File: config.mk
export PLATFORM = sky130hd
export DESIGN_NAME = bcd_to_binary
export DESIGN_NICKNAME = d
export VERILOG_FILES = /design/src/rtl/bcd_to_binary.sv
export SDC_FILE = /design/constraint.sdc
export NUM_CORES = 1
export LEC_CHECK = 0
export BUFFER_PORTS_ARGS = -buffer_cell sky130_fd_sc_hd__buf_2
export CAP_MARGIN = 20
export CORE_ASPECT_RATIO = 1.2
export CORE_MARGIN = 10
export CORE_UTILIZATION = 40
export CTS_CLUSTER_SIZE = 40
export DETAILED_ROUTE_END_ITERATION = 7
export MAX_ROUTING_LAYER = met4
export PLACE_DENSITY = 0.64
export SYNTH_ARGS = -nofsm -noshare
export SYNTH_HDL_FRONTEND = slang
export SYNTH_SLANG_ARGS = --single-unit
File: constraint.sdc
create_clock -name clk -period 1.6 [get_ports clk]
set_input_delay 0.16 -clock clk [delete_from_list [all_inputs] [get_ports clk]]
set_output_delay 0.16 -clock clk [all_outputs]
set_load 0.02 [all_outputs]
File: src/rtl/bcd_to_binary.sv
// bcd_to_binary: 4-digit packed-BCD to 14-bit unsigned binary converter.
// Reverse double-dabble, one shift-and-correct iteration per clock, with
// valid/ready handshakes on the input and result sides.
module bcd_to_binary (
    input  logic        clk,
    input  logic        rst,
    input  logic        in_valid,
    output logic        in_ready,
    input  logic [3:0]  thousands,
    input  logic [3:0]  hundreds,
    input  logic [3:0]  tens,
    input  logic [3:0]  ones,
    output logic        out_valid,
    input  logic        out_ready,
    output logic [13:0] binary,
    output logic        err
);

    localparam int unsigned BIN_W     = 14;
    localparam int unsigned BCD_W     = 16;
    localparam int unsigned SHIFT_W   = BCD_W + BIN_W;
    localparam int unsigned CNT_W     = 4;
    localparam int unsigned LAST_ITER = 13;

    typedef enum logic [1:0] {
        IDLE = 2'd0,
        CONV = 2'd1,
        DONE = 2'd2
    } state_t;

    state_t               state_q, state_d;
    logic [SHIFT_W-1:0]   shift_q, shift_d;
    logic [CNT_W-1:0]     cnt_q, cnt_d;
    logic [BIN_W-1:0]     binary_q, binary_d;
    logic                 err_q, err_d;

    logic                 digit_bad;
    logic                 last_iter;
    logic [SHIFT_W-1:0]   shifted;
    logic [SHIFT_W-1:0]   corrected;

    // Undo the x2 carry bias of a BCD nibble that crossed into the upper half.
    function automatic logic [3:0] fix_nibble(input logic [3:0] n);
        return (n >= 4'd8) ? (n - 4'd3) : n;
    endfunction

    assign digit_bad = (thousands > 4'd9) || (hundreds > 4'd9) ||
                       (tens > 4'd9) || (ones > 4'd9);
    assign last_iter = (cnt_q == CNT_W'(LAST_ITER));
    assign shifted   = {1'b0, shift_q[SHIFT_W-1:1]};
    assign corrected = {fix_nibble(shifted[29:26]), fix_nibble(shifted[25:22]),
                        fix_nibble(shifted[21:18]), fix_nibble(shifted[17:14]),
                        shifted[BIN_W-1:0]};

    // State register.
    always_ff @(posedge clk or posedge rst) begin
        if (rst) begin
            state_q <= IDLE;
        end else begin
            state_q <= state_d;
        end
    end

    // Next-state logic.
    always_comb begin
        state_d = state_q;
        case (state_q)
            IDLE: if (in_valid) state_d = digit_bad ? DONE : CONV;
            CONV: if (last_iter) state_d = DONE;
            DONE: if (out_ready) state_d = IDLE;
            default: state_d = IDLE;
        endcase
    end

    // Handshake outputs decoded from the state register only.
    always_comb begin
        in_ready  = 1'b0;
        out_valid = 1'b0;
        case (state_q)
            IDLE:    in_ready  = 1'b1;
            DONE:    out_valid = 1'b1;
            default: ;
        endcase
    end

    // Datapath next values: load on accept, shift-and-correct during CONV.
    always_comb begin
        shift_d  = shift_q;
        cnt_d    = cnt_q;
        binary_d = binary_q;
        err_d    = err_q;
        case (state_q)
            IDLE: begin
                if (in_valid) begin
                    if (digit_bad) begin
                        err_d    = 1'b1;
                        binary_d = '0;
                    end else begin
                        shift_d = {thousands, hundreds, tens, ones, BIN_W'(0)};
                        cnt_d   = '0;
                        err_d   = 1'b0;
                    end
                end
            end
            CONV: begin
                shift_d = corrected;
                cnt_d   = cnt_q + CNT_W'(1);
                if (last_iter) binary_d = corrected[BIN_W-1:0];
            end
            default: ;
        endcase
    end

    // Datapath registers.
    always_ff @(posedge clk or posedge rst) begin
        if (rst) begin
            shift_q  <= '0;
            cnt_q    <= '0;
            binary_q <= '0;
            err_q    <= 1'b0;
        end else begin
            shift_q  <= shift_d;
            cnt_q    <= cnt_d;
            binary_q <= binary_d;
            err_q    <= err_d;
        end
    end

    assign binary = binary_q;
    assign err    = err_q;

endmodule

==> results_dict.tcl, run 1 <==
set metrics [dict create \
    cpMostUsedCell "or2_1" \
    vias 1626 \
    h-tree-depth 2 \
    reg2reg_slack_ps 80 \
    power.internal_mw 2.66 \
    status "complete, no violations" \
    mostFrequentLayoutCells "50 x dfrtp_1, 36 x buf_2, 28 x a22o_1" \
    setup.worst_path.end_class "flop" \
    drcViolationCount 0 \
    seq_area_um2 1250 \
    drt-pass1-iter-count 4 \
    arrival_ps 1720 \
    yosysWarnings 0 \
    finalSetupTns_ps 0 \
    hp-start "hundreds[0]" \
    synth_top_area_share_pct 56.5 \
    io_buffers 36 \
    p_sw_mw 1.45 \
    cts.path.max_buffers 2 \
    cts.clk_slew.worst_paths_ps 100 \
    relSlewSlack_pct 61.2 \
    ant_nets 0 \
    p_sw_share_pct 35.2 \
    pwr-share-comb_pct 32.9 \
    filler_cell_count 468 \
    critPathBufInv 0 \
    irDropWorstVdd_uv 638 \
    layout-drive-gt1-share_pct 29.0 \
    max_stage_delay_ps 430 \
    core_area_um2 5330 \
    finalWorstPathRequiredPeriod_ps 1520 \
    dp_hpwl_um 3560 \
    p_seq_share_pct 48.1 \
    clkPwrFrac_pct 19.0 \
    timing.rr.end "shift_q[26]" \
    area.growth.synth_to_final_pct 21.9 \
    multi_input_area_um2 883 \
    grt_max_degree 51 \
    drt-total-wl_um 4930 \
    netlist_instances 184 \
    cts_root_buf "clkbuf_8" \
    maxCapViolations 0 \
    cp_slowest_cell "dfrtp_1" \
    reg2reg_from "state_q[1]" \
    grt_first_pass_wirelength_um 8310 \
    final-hold-violation-count 0 \
    cp_data_required_time_ps 1800 \
    yosys-top-cells-area "dfrtp_1 57%, a22o_1 11%, ha_1 4.5%" \
    grt-ovfl-total 0 \
    track_usage_pct 12.0 \
    clock_latency_ps 310 \
    syn_nets 212 \
    min_to "shift_q[22]" \
    cts_made_buffers 5 \
    drt_iter0_markers 59 \
    power_mw 4.11 \
    critPathTopFamily "simple AND/OR/NAND/NOR gates" \
    cts_tree "yes" \
    rsz0062_at_grt "false" \
    io_pins 37 \
    synth_cell_type_count 28 \
    cts_setup_buffers 0 \
    p_per_area_nw_per_um2 1520 \
    path_cells "nand2b_4 -> or2_1 -> or2_1 -> o221a_1" \
    first_global_vias 1655 \
    final_max_slew_viol_count 0 \
    timing.final.crit_share_pct 95.3 \
    cp-start-kind "flop" \
    fp.dieH_um 101 \
    die_w_um 87.9 \
    finClkSkew_ps 7.86 \
    hold_path_depth 2 \
    drt-wirelength-per-cell_um 16.4 \
    setup_viol 0 \
    hp-class "primary input to flop" \
    ys_ff_latch 50 \
    yosysSeqAreaShare_pct 56.5 \
    worst_pin_slew_ps 581 \
    initial_core_util_pct 41.5 \
    die_area_um2 8920 \
    viasPerCell 5.42 \
    postSynthAreaPerCell_um2 12.0 \
    crit_fanout 5 \
    clock.fmax_ghz 0.656 \
    final_nets 265 \
    synth_area_um2 2210 \
    globalplace.congestion 0.776 \
    rows 29 \
    ff2ff_path_depth 4 \
    critPathKind "flop to flop" \
    p_leak_nw 1.34 \
    grt_antenna_before_repair 0 \
    synth_largest_area_cell "dfrtp_1" \
    n_antenna_cell 0 \
    clkSinkCount 50 \
    layout_commonest_cell "dfrtp_1" \
]
metal layers:
metal	global-route usage, %	vias up	part of all wire [%]
met1	14.9	805	45
met5	-	-	0
met3	2.25	9	4.0
li1	-	781	-
met4	4.79	0	1.6
met2	18.7	31	49
cell families (layout without fill, tap and decap cells):
logic type      after synthesis  count (layout)  share of synthesized area [%]
xor+xnor                      8               8                           3.17
buf+inv                      20              74                           3.90
flops                        50              50                           56.5
simple gates                 35              35                           8.31
mux                           3               3                           1.36
compound gates               60              60                           22.2
fa+ha+maj                     8               8                           4.52
registers in the layout (all words and copies together) (netlist names):
register and flops:
shift_q 29, err 1, binary 14, cnt_q 4, state_q 2
Yosys cell counts:
master / count
o21ai_1: 6
nand2b_1: 5
nand2_1: 4
clkbuf_1: 2
dfrtp_1: 50
a21oi_1: 5
nand2b_4: 1
ha_1: 8
o221a_1: 3
xnor2_1: 6
a22o_1: 28
nand4_2: 1
nand4_1: 1
o32ai_1: 3
inv_1: 9
o21a_1: 1
buf_2: 9
a41oi_1: 1
a221o_1: 9
or2_0: 1
or2_1: 1
nand3_1: 1
o22ai_1: 1
nor2_1: 15
nor2b_1: 5
xor2_1: 2
mux2i_1: 3
a31oi_1: 3
power by group through the flow:
stage	Combinational, mW	Sequential, mW	Clock [mW]
2_1_floorplan	0.954	1.91	0
3_3_place_gp	1.34	1.98	0
3_5_place_dp	1.36	1.98	0
4_1_cts	1.36	1.97	0.804
5_1_grt	1.52	2.03	0.859
6_report	1.35	1.98	0.779
per-stage QoR:
stage          instances  setup WS, ps  instance area (um2)  utilization, %  hold slack, ps
3_3_place_gp         291          -112                 2580            48.4             223
3_5_place_dp         291          -171                 2580            48.4             224
4_1_cts              300          47.7                 2690            50.4            65.4
5_1_grt              300          10.8                 2700            50.6            70.8
6_report             300          75.5                 2700            50.6            71.8
2_1_floorplan        184          64.4                 2210               -             300
worst max-delay path by stage:
| stage | start | to | slack [ps] | depth (start not counted) |
|---|---|---|---|---|
| final | state_q[1] | shift_q[26] | 80 | 4 |
| after global routing | cnt_q[1] | binary[13] | 10 | 5 |
| after CTS | state_q[1] | shift_q[27] | 50 | 4 |
| after detailed placement | cnt_q[1] | binary[6] | -170 | 5 |
| after global placement | cnt_q[1] | binary[4] | -110 | 5 |
| after floorplan | state_q[1] | shift_q[26] | 60 | 6 |
timing repair:
item / 4_1_cts / 5_1_grt
hold buffers: 1 / 0
setup endpoints to repair: 14 / 10
endpoints found under the hold margin: 50 / 0
resized for setup: 1 / 3
cell type report:
| cell class | instances | share of cell area, % |
|---|---|---|
| Inverter | 9 | 1.25 |
| Multi-Input combinational cell | 114 | 32.7 |
| Clock buffer | 5 | 2.55 |
| Tap cell | 62 | 2.88 |
| Clock inverter | 3 | 0.974 |
| Timing Repair Buffer | 57 | 13.2 |
| Sequential cell | 50 | 46.4 |
Power figures use the tool's default switching activity.
==> run 2: changes to the inputs <==
- CORE_MARGIN: 10 -> 2
- clock period: 1.6 -> 1.4 ns (I/O delays scaled with it)
==> results_dict.tcl, run 2 (synthesized netlist as in run 1, its figures left out) <==
set metrics [dict create \
    dp_hpwl_um 3390 \
    regMostFlops "shift_q" \
    setup_ws_ps -82.7 \
    layout_commonest_cell "dfrtp_1" \
    relSlewSlack_pct 78.9 \
    cts_made_buffers 5 \
    fin_area_um2 3120 \
    final_max_slew_viol_count 0 \
    area.growth.synth_to_final_pct 41.0 \
    maxCapViolations 0 \
    power_mw 5.56 \
    initial_core_util_pct 41.8 \
    p_per_area_nw_per_um2 1780 \
    ant_nets 0 \
    irDropWorstVdd_uv 776 \
    timing.rr.end "shift_q[28]" \
    final_nets 293 \
    hp-start "hundreds[0]" \
    fp.dieH_um 85.5 \
    p_leak_nw 1.53 \
    path_cells "nand2b_4 -> or2_4 -> or2_4 -> o221a_1" \
    track_usage_pct 18.5 \
    drt-wirelength-per-cell_um 15.7 \
    first_global_vias 1790 \
    cts_root_buf "clkbuf_8" \
    finalWorstPathRequiredPeriod_ps 1480 \
    hp-class "primary input to flop" \
    pwr-share-comb_pct 37.3 \
    drcViolationCount 0 \
    crit_fanout 4 \
    io_pins 37 \
    filler_cell_count 427 \
    cts.clk_slew.worst_paths_ps 100 \
    violations "setup timing" \
    timing.final.crit_share_pct 106 \
    viasPerCell 5.38 \
    p_sw_share_pct 31.9 \
    die_w_um 71.9 \
    hold_path_depth 2 \
    max_stage_delay_ps 450 \
    n_antenna_cell 0 \
    cp-start-kind "flop" \
    finClkSkew_ps 11.5 \
    placedCellCount 307 \
    layout-drive-gt1-share_pct 44.0 \
    rows 29 \
    cpMostUsedCell "or2_4" \
    grt-ovfl-total 0 \
    largest_reg_flops 29 \
    drt_iter0_markers 109 \
    p_sw_mw 1.78 \
    grt_first_pass_wirelength_um 8580 \
    vias 1764 \
    clock_latency_ps 310 \
    p_seq_share_pct 40.5 \
    mostFrequentLayoutCells "49 x dfrtp_1, 38 x buf_4, 36 x buf_2" \
    worst_pin_slew_ps 314 \
    clkSinkCount 50 \
    cp_data_required_time_ps 1590 \
    h-tree-depth 2 \
    post-route-util_pct 58.9 \
    stdcell_count 328 \
    setup_viol 9 \
    cp_slowest_cell "dfrtp_2" \
    min_to "shift_q[22]" \
    status "complete, but fails checks" \
    reg2reg_from "state_q[1]" \
    core_area_um2 5300 \
    cts_tree "yes" \
    reg2reg_slack_ps -80 \
    clock.fmax_ghz 0.674 \
    globalplace.congestion 0.781 \
    setup.worst_path.end_class "flop" \
    io_buffers 36 \
    drt-total-wl_um 5150 \
    critPathKind "flop to flop" \
    final-hold-violation-count 0 \
    place_area_um2 2700 \
    cts.path.max_buffers 2 \
    power.internal_mw 3.78 \
    rsz0062_at_grt "true" \
    grt_antenna_before_repair 0 \
    arrival_ps 1670 \
    die_area_um2 6150 \
    grt_max_degree 51 \
    drt-pass1-iter-count 4 \
    clkPwrFrac_pct 22.1 \
    ff2ff_path_depth 4 \
]
run 2: cell types whose count changed in the layout (fill, tap and decap cells not counted), sizes merged:
cell    previous run  this run
bufinv             0         2
clkinv             1         0
buf               56        84
inv               11         9
clkbuf             5         6
run 2: worst max path at each step:
| stage | slack, ps | start | end | cells past startpoint |
|---|---|---|---|---|
| final | -80 | state_q[1] | shift_q[28] | 4 |
| after floorplan | -140 | state_q[1] | shift_q[26] | 6 |
| after detailed placement | -330 | cnt_q[1] | binary[2] | 5 |
| after global placement | -310 | cnt_q[1] | binary[4] | 5 |
| after global routing | -110 | state_q[1] | shift_q[28] | 4 |
| after CTS | -90 | state_q[1] | shift_q[28] | 4 |
run 2: worst max-delay path: cells and delay by family (launching register included):
family             cells  cell delay, ps
AOI/OAI and AO/OA      1             250
DFF                    1             450
and+or+nand+nor        3             670
run 2: repair_timing:
item,CTS,global route
pin swaps,0,3
endpoints found under the hold margin,50,0
hold buffers,1,0
gates resized for setup,27,15
cloned,1,0
endpoints found under the setup margin,45,48
buffers inserted,4,8
run 2: area by class of cell:
type / count / area [um2] / area share (%)
Inverter: 9 / 33.8 / 1.08
Tap cell: 62 / 77.6 / 2.49
Clock inverter: 2 / 60.1 / 1.92
Multi-Input combinational cell: 114 / 996 / 31.9
Timing Repair Buffer: 85 / 618 / 19.8
Sequential cell: 50 / 1250 / 40.1
Clock buffer: 6 / 82.6 / 2.65
run 2: stage by stage:
step                      setup slack (ps)  TNS, ps  hold slack, ps
after global routing                  -113    -1330            68.6
after global placement                -311    -5850             203
after CTS                            -85.6    -1020            54.2
after detailed placement              -334    -6410             206
final                                -82.7     -387            56.5
after floorplan                       -136     -521             280
run 2: power by group through the flow:
| stage | registers [mW] | clock network [mW] | logic (mW) |
|---|---|---|---|
| finish | 2.25 | 1.23 | 2.07 |
| floorplan | 2.18 | 0 | 1.09 |
| CTS | 2.24 | 1.25 | 1.89 |
| global route | 2.32 | 1.31 | 2.29 |
| global placement | 2.24 | 0 | 1.65 |
| detailed placement | 2.24 | 0 | 1.68 |
run 2: per-layer routing:
metal  global-route usage [%]  wire length, um
met2                     30.6             2520
met3                     3.56              190
met5                        -                0
met4                     7.03              155
met1                     22.4             2290
==> run 3: changes to the inputs <==
- BUFFER_PORTS_ARGS: -buffer_cell sky130_fd_sc_hd__buf_2 -> -buffer_cell sky130_fd_sc_hd__buf_4
- CELL_PAD_IN_SITES_DETAIL_PLACEMENT: not set -> 1
- CELL_PAD_IN_SITES_GLOBAL_PLACEMENT: not set -> 1
- CORE_MARGIN: 2 -> 5
- PLACE_DENSITY: 0.64 -> 0.77
==> results_dict.tcl, run 3 (synthesized netlist as in run 1, its figures left out) <==
set metrics [dict create \
    grt-ovfl-total 0 \
    cts_made_buffers 5 \
    rsz0062_at_grt "true" \
    cts.clk_slew.worst_paths_ps 100 \
    p_leak_nw 1.53 \
    grt_max_degree 27 \
    cp_data_required_time_ps 1610 \
    hp-class "primary input to flop" \
    h-tree-depth 2 \
    drt-pass1-iter-count 4 \
    final-hold-violation-count 0 \
    largest_reg_flops 29 \
    status "complete, but fails checks" \
    viasPerCell 5.62 \
    die_area_um2 7130 \
    timing.final.crit_share_pct 109 \
    globalplace.congestion 0.823 \
    cts.path.max_buffers 2 \
    finClkSkew_ps 9.21 \
    cpMostUsedCell "or2_4" \
    first_global_vias 2109 \
    critPathKind "flop to flop" \
    reg2reg_from "state_q[1]" \
    n_antenna_cell 0 \
    area.growth.synth_to_final_pct 44.8 \
    crit_fanout 5 \
    violations "setup timing" \
    drt-total-wl_um 6810 \
    post-place-ws_ps -419 \
    hp-start "hundreds[0]" \
    drt_iter0_markers 51 \
    io_pins 37 \
    cp-start-kind "flop" \
    cts_tree "yes" \
    path_cells "nand2b_4 -> or2_4 -> or2_4 -> o221a_1" \
    regMostFlops "shift_q" \
    p_per_area_nw_per_um2 1750 \
    die_w_um 77.9 \
    max_stage_delay_ps 450 \
    clock_latency_ps 320 \
    rows 29 \
    track_usage_pct 20.0 \
    cp_slowest_cell "dfrtp_2" \
    fp.dieH_um 91.5 \
    grt_antenna_before_repair 0 \
    maxCapViolations 0 \
    core_area_um2 5330 \
    finalSetupTns_ps -1500 \
    relSlewSlack_pct 72.5 \
    initial_core_util_pct 41.5 \
    setup_ws_ps -126 \
    ant_nets 0 \
    irDropWorstVdd_uv 929 \
    power_mw 5.62 \
    arrival_ps 1730 \
    layout-drive-gt1-share_pct 44.0 \
    drt-wirelength-per-cell_um 20.8 \
    filler_cell_count 557 \
    setup.worst_path.end_class "flop" \
    cts_root_buf "clkbuf_8" \
    startpoint "state_q[1]" \
    finalWorstPathRequiredPeriod_ps 1530 \
    mostFrequentLayoutCells "73 x buf_4, 49 x dfrtp_1, 28 x a22o_1" \
    layout_commonest_cell "buf_4" \
    final_nets 293 \
    clock.fmax_ghz 0.655 \
    setup_viol 29 \
    dp_hpwl_um 4210 \
    io_buffers 36 \
    final_max_slew_viol_count 0 \
    worst_pin_slew_ps 410 \
    drcViolationCount 0 \
    vias 1844 \
    grt_first_pass_wirelength_um 10800 \
    clkSinkCount 50 \
]
==> run 3: critical path: cells and delay by family, from the launching register on <==
family | cells | cell delay (ps)
AND/OR/NAND/NOR | 3 | 710
flip-flops | 1 | 450
AO/OA/AOI/OAI | 1 | 260
==> run 3: metrics by stage <==
| step | std cells | utilization (%) | instance area [um2] | hold slack, ps |
|---|---|---|---|---|
| after detailed placement | 307 | 52.3 | 2790 | 8.97 |
| final | 328 | 60.1 | 3200 | 53.9 |
| after global routing | 328 | 60.1 | 3200 | 53.9 |
| after CTS | 324 | 58.6 | 3120 | 39.3 |
| after floorplan | 184 | - | 2220 | 280 |
| after global placement | 307 | 52.3 | 2790 | 5.81 |
==> run 3: area by class of cell <==
| type | count | area [um2] | area share, % |
|---|---|---|---|
| clock buffers | 5 | 68.8 | 2.15 |
| inverters | 9 | 33.8 | 1.05 |
| multi-input cells | 114 | 1010 | 31.6 |
| well taps | 62 | 77.6 | 2.42 |
| flip-flops and latches | 50 | 1250 | 39.1 |
| repair buffers | 85 | 716 | 22.3 |
| clock inverters | 3 | 45.0 | 1.41 |
==> run 3: worst paths after layout <==
kind | to | slack [ps] | cells after the start
setup / recovery | shift_q[26] | -130 | 4
hold / removal | shift_q[22] | 50 | 2
setup reg to reg | shift_q[26] | -130 | 4
hold reg to reg | binary[0] | 510 | 1
max in group asynchronous | state_q[1] | 640 | 4
min in group asynchronous | binary[11] | 230 | 3
==> run 3: per-layer routing <==
| metal | vias up | track usage [%] | share of wire [%] |
|---|---|---|---|
| met3 | 18 | 4.26 | 3.9 |
| li1 | 833 | - | - |
| met5 | - | - | 0 |
| met1 | 949 | 21.8 | 38 |
| met2 | 44 | 35.2 | 54 |
| met4 | 0 | 7.46 | 3.7 |
==> run 3: repair_timing <==
| item | CTS | global route |
|---|---|---|
| setup buffers | 6 | 4 |
| endpoints found under the setup margin | 44 | 48 |
| pin swaps | 2 | 11 |
| endpoints found under the hold margin | 50 | 0 |
| cloned | 3 | 0 |
| hold buffers | 1 | 0 |
| resized for setup | 33 | 10 |
==> run 3: power by group <==
group	internal [mW]	total, mW	switching, mW
Combinational	1.25	2.28	1.03
Clock	0.532	1.05	0.522
Sequential	1.84	2.28	0.433
